--- src/rtl/pong_pkg.sv ---
// rtl/pong_pkg.sv - shared state encodings and score width for the pong game sequencer
package pong_pkg;
  localparam int SCORE_W = 4;

  typedef enum logic [2:0] {
    ST_IDLE   = 3'd0,
    ST_SERVE  = 3'd1,
    ST_PLAY   = 3'd2,
    ST_PAUSED = 3'd3,
    ST_POINT  = 3'd4,
    ST_OVER   = 3'd5
  } state_t;

  typedef logic [SCORE_W-1:0] score_t;
endpackage

--- src/rtl/pong_tick_gen.sv ---
// rtl/pong_tick_gen.sv - free-running game tick divider, tick high on the last count
module pong_tick_gen #(
  parameter int TICK_DIV = 50000
) (
  input  logic clk,
  input  logic rst_n,
  output logic tick
);
  localparam int CW = (TICK_DIV > 1) ? $clog2(TICK_DIV) : 1;

  logic [CW-1:0] cnt;

  always_ff @(posedge clk or negedge rst_n) begin
    if (!rst_n)    cnt <= '0;
    else if (tick) cnt <= '0;
    else           cnt <= cnt + 1'b1;
  end

  assign tick = (cnt == CW'(TICK_DIV - 1));
endmodule

--- src/rtl/pong_game_sequencer.sv ---
// rtl/pong_game_sequencer.sv - pong game FSM: serve/play/pause/point/over sequencing and scoring
module pong_game_sequencer
  import pong_pkg::*;
#(
  parameter int TICK_DIV    = 50000,
  parameter int SERVE_TICKS = 60,
  parameter int WIN_SCORE   = 7
) (
  input  logic               clk,
  input  logic               rst_n,
  input  logic               start,
  input  logic               pause,
  input  logic               miss_left,
  input  logic               miss_right,
  output logic               ball_step,
  output logic               paddle_step,
  output logic               ball_center,
  output logic               serve_dir,
  output logic [SCORE_W-1:0] score_l,
  output logic [SCORE_W-1:0] score_r,
  output logic [2:0]         game_state,
  output logic               winner
);
  localparam int     SC_W = $clog2(SERVE_TICKS + 1);
  localparam score_t WIN  = score_t'(WIN_SCORE);

  state_t          state, state_n;
  logic            origin_play, origin_play_n;
  logic [SC_W-1:0] serve_cnt, serve_cnt_n, serve_inc;
  score_t          sl_n, sr_n;
  logic            dir_n, win_n, ball_n, paddle_n, center_n;
  logic            start_q, start_armed, start_rise, tick;

  pong_tick_gen #(.TICK_DIV(TICK_DIV)) u_tick (
    .clk  (clk),
    .rst_n(rst_n),
    .tick (tick)
  );

  // start must be seen low after reset before a rising edge can count
  assign start_rise = start & ~start_q & start_armed;
  assign serve_inc  = serve_cnt + 1'b1;
  assign game_state = state;

  always_comb begin
    state_n       = state;
    origin_play_n = origin_play;
    serve_cnt_n   = serve_cnt;
    sl_n          = score_l;
    sr_n          = score_r;
    dir_n         = serve_dir;
    win_n         = winner;
    ball_n        = 1'b0;
    paddle_n      = 1'b0;
    center_n      = 1'b0;
    case (state)
      ST_IDLE, ST_OVER: begin
        if (start_rise) begin
          state_n     = ST_SERVE;
          sl_n        = '0;
          sr_n        = '0;
          dir_n       = 1'b1;
          center_n    = 1'b1;
          serve_cnt_n = '0;
        end
      end
      ST_SERVE: begin
        if (pause) begin
          state_n       = ST_PAUSED;
          origin_play_n = 1'b0;
        end else if (tick) begin
          paddle_n    = 1'b1;
          serve_cnt_n = serve_inc;
          if (serve_inc == SC_W'(SERVE_TICKS)) state_n = ST_PLAY;
        end
      end
      ST_PLAY: begin
        // a miss wins over both pause and the tick landing in the same cycle
        if (miss_left || miss_right) begin
          state_n = ST_POINT;
          if (miss_left && !miss_right) begin
            if (score_r != WIN) sr_n = score_r + 1'b1;
            dir_n = 1'b0;
          end else if (miss_right && !miss_left) begin
            if (score_l != WIN) sl_n = score_l + 1'b1;
            dir_n = 1'b1;
          end
        end else if (pause) begin
          state_n       = ST_PAUSED;
          origin_play_n = 1'b1;
        end else if (tick) begin
          ball_n   = 1'b1;
          paddle_n = 1'b1;
        end
      end
      ST_PAUSED: begin
        if (!pause) state_n = origin_play ? ST_PLAY : ST_SERVE;
      end
      ST_POINT: begin
        if (score_l == WIN || score_r == WIN) begin
          state_n = ST_OVER;
          win_n   = (score_r == WIN);
        end else begin
          state_n     = ST_SERVE;
          center_n    = 1'b1;
          serve_cnt_n = '0;
        end
      end
      default: state_n = ST_IDLE;
    endcase
  end

  always_ff @(posedge clk or negedge rst_n) begin
    if (!rst_n) begin
      state       <= ST_IDLE;
      origin_play <= 1'b0;
      serve_cnt   <= '0;
      score_l     <= '0;
      score_r     <= '0;
      serve_dir   <= 1'b1;
      winner      <= 1'b0;
      ball_step   <= 1'b0;
      paddle_step <= 1'b0;
      ball_center <= 1'b0;
      start_q     <= 1'b0;
      start_armed <= 1'b0;
    end else begin
      state       <= state_n;
      origin_play <= origin_play_n;
      serve_cnt   <= serve_cnt_n;
      score_l     <= sl_n;
      score_r     <= sr_n;
      serve_dir   <= dir_n;
      winner      <= win_n;
      ball_step   <= ball_n;
      paddle_step <= paddle_n;
      ball_center <= center_n;
      start_q     <= start;
      start_armed <= start_armed | ~start;
    end
  end
endmodule

--- config.mk ---
export PLATFORM = sky130hd
export DESIGN_NAME = pong_game_sequencer
export DESIGN_NICKNAME = d
export VERILOG_FILES = /design/src/rtl/pong_pkg.sv /design/src/rtl/pong_tick_gen.sv /design/src/rtl/pong_game_sequencer.sv
export SDC_FILE = /design/constraint.sdc
export NUM_CORES = 1
export LEC_CHECK = 0
export BUFFER_PORTS_ARGS = -buffer_cell sky130_fd_sc_hd__clkbuf_2
export CORE_ASPECT_RATIO = 0.5
export CORE_MARGIN = 3
export CORE_UTILIZATION = 46
export CTS_CLUSTER_DIAMETER = 30
export DETAILED_ROUTE_END_ITERATION = 10
export PLACE_DENSITY_LB_ADDON = 0.1
export SLEW_MARGIN = 25
export SYNTH_ARGS = -nofsm -noshare
export SYNTH_HDL_FRONTEND = slang
export SYNTH_SLANG_ARGS = --single-unit
--- constraint.sdc ---
create_clock -name clk -period 2.2 [get_ports clk]
set_clock_uncertainty 0.05 [all_clocks]
set_input_delay 0.11 -clock clk [delete_from_list [all_inputs] [get_ports clk]]
set_output_delay 0.11 -clock clk [all_outputs]
set_load 0.01 [all_outputs]
==> impl_results.md <==
- Status: completed
- Tightest Hold Check Type: in -> reg
- Antenna viol nets, final: 0
- Main flop type after synthesis: dfrtp_1
- Fillers: 403
- Fmax: 474 MHz
- Ys async rst share: 100%
- Final worst path period need: 2.11 ns
- CTS Buf Count: 5
- Worst-path clk slew: 0.07 ns
- Number of remaining DRC errors: 0
- Post-layout util: 58.0%
- Critical path peak fanout: 8
- Drt pass-1 iters: 4
- Final Hold Vio Count: 0
- Number of DRC markers in iteration 0: 45
- Crit. Startpoint: u_tick.cnt[7]
- Nets: 278
- RR Startpoint: u_tick.cnt[7]
- H-tree levels: 2
- Vias in the first global route: 1,711
- Number of synthesized register bits: 41
- Site row count: 17
- Endpoints failing setup: 0
- Maximum number of pins on one net before global-route repair: 42
- R2R depth: 6
- Register area share after synthesis: 47.0%
- Syn nets: 236
- TNS Setup: 0 ns
- Flop2flop setup slack: 0.09 ns
- Type of the worst setup path: reg -> reg
- Share of cells above drive strength 1: 20.7%
- I/O Buffers: 21
- Mapped Cells: 223
- Drt via density: 5.32
- Total number of vias: 1,766
- Die height: 54.7 µm
- P_leak: 1.24 nW
- Mapped cell area: 2190 µm²
- CTS Buffer Depth: 2
- Drt total wl: 4.51 mm
- Root Driver: clkbuf_8
- Max-cap violations: 0
- Power Dens Cells: 816 nW/µm²
- Initial antenna violation count: 0
- Worst Max-Slew Pin Slew: 0.512 ns
- Final Instance Area: 2600 µm²
- Crit path DAT: 2.24 ns
- Hold wc startpoint: pause
- RSZ-0062 raised after global routing: no
- Syn Area/Cell: 9.80 µm²
- Final worst-path cycle share: 95.8%
- CTS tree: built
- Grt total ovfl: 0
- Routed len/inst: 13.6 µm
- Pwr Total: 2.13 mW
- Hpwl dp: 3.26 mm
- CTS sink cnt: 41
- Crit path required time: 2.34 ns
- Total Routing Usage GR: 17.9%
- Crit path to: serve_cnt[3]
- Rel. slew slack: 65.9%
- Area added between synthesis and finish: 19.1%
- Commonest non-fill, non-tap cell in the layout: dfrtp_1
- YS warnings: 0
- Initial core utilization: 48.7%
- Gpl congestion: 0.857
- Area of the core: 4490 µm²
- Crit Reg-Reg Endpoint: serve_cnt[3]
- Yosys cell types: 51
- Die Area: 5670 µm²
- Most frequent cells in the layout: 40 x dfrtp_1, 21 x clkbuf_2, 20 x nand2_1, 20 x buf_4, 17 x nor2_1
- IO Count: 22
- Clk_lat worst skew: 0.29 ns
- Max VDD drop: 0.518 mV
- Crit end category: flop
- Startpoint types: flop
- First-pass GRT wire length: 7.66 mm
- Diode count: 0
- Final slew viol count: 0
- Post-synth EDFFs: 0
- DP Area: 2480 µm²
- Die width: 103 µm
## worst max-delay path, cell delays in order (launching register included)
cell     delay, ns
dfrtp_1       0.38
or4_4         0.54
nor4_4        0.34
buf_4         0.21
nand4_1       0.12
a21o_1        0.20
a21o_1        0.16
## layout make-up
cell class	count	area (µm²)	share of cell area, %
Multi-Input combinational cell	167	1110	42.7
Sequential cell	41	1030	39.5
Timing Repair Buffer	43	275	10.6
Tap cell	66	82.6	3.17
Clock buffer	8	80.1	3.08
Inverter	7	26.3	1.01
## cell usage after synthesis (2+ instances only)
library cell | instances | share of area, %
a21o_1 | 3 | 1.0
a21oi_1 | 9 | 2.1
a22oi_1 | 2 | 0.69
and3_1 | 7 | 2.0
clkbuf_1 | 7 | 1.2
dfrtp_1 | 40 | 46
ha_1 | 7 | 4.0
inv_1 | 7 | 1.2
mux2_2 | 2 | 1.0
mux2i_1 | 2 | 0.92
nand2_1 | 20 | 3.4
nand2b_1 | 5 | 1.4
nand3_1 | 13 | 3.0
nand3b_1 | 5 | 1.7
nand4_1 | 5 | 1.4
nor2_1 | 18 | 3.1
nor2b_1 | 4 | 1.1
nor3_1 | 6 | 1.4
nor3b_1 | 2 | 0.69
o21ai_0 | 12 | 2.7
o31ai_1 | 3 | 1.0
or3_1 | 2 | 0.57
xnor2_1 | 7 | 2.8
xor2_1 | 8 | 3.2
## through the flow
stage	hold slack, ns	setup slack [ns]	cells
after global placement	0.153	0.113	320
after detailed placement	0.155	0.0699	320
after global routing	0.129	0.00231	332
after floorplan	-0.236	0.0316	223
after CTS	0.0721	0.0671	330
final	0.106	0.0920	332
## state kept, by name (all words and copies together) (netlist names)
register	count
ball_center	1
ball_step	1
game_state	3
origin_play	1
paddle_step	1
score_l	4
score_r	4
serve_cnt	6
serve_dir	1
start_armed	1
start_q	1
u_tick.cnt	16
winner	1
## power by group
group / switching [mW] / leakage, nW / internal [mW]
sequential: 0.0637 / 0.541 / 0.823
clock: 0.247 / 0.0395 / 0.226
combinational: 0.450 / 0.662 / 0.316
total: 0.761 / 1.24 / 1.36
## timing repair
item | 4_1_cts | 5_1_grt
setup endpoints to repair | 0 | 3
gates resized for setup | 0 | 2
hold buffers | 2 | 0
endpoints found under the hold margin | 42 | 0
setup buffers | 0 | 2
## metal layers
layer	wire [µm]	global-route usage (%)
met1	2250	22.7
met2	2090	30.7
met5	0	0
met4	42	5.38
met3	131	4.58
## logic make-up after synthesis
group           Yosys count  share of synthesized area [%]
compound gates           41                           12.2
xor+xnor                 15                           6.01
fa+ha+maj                 7                           4.01
buf+inv                  15                           2.63
flops                    41                           47.0
mux                       5                           2.46
simple gates             99                           25.7
## worst min-delay path by stage
stage | to | slack (ns) | depth (start not counted)
after floorplan | ball_center | -0.24 | 0
after global placement | u_tick.cnt[2] | 0.15 | 2
after detailed placement | u_tick.cnt[6] | 0.15 | 2
after CTS | paddle_step | 0.07 | 2
after global routing | paddle_step | 0.13 | 2
final | paddle_step | 0.11 | 2
Note: power is estimated with default switching activity, not from simulation.
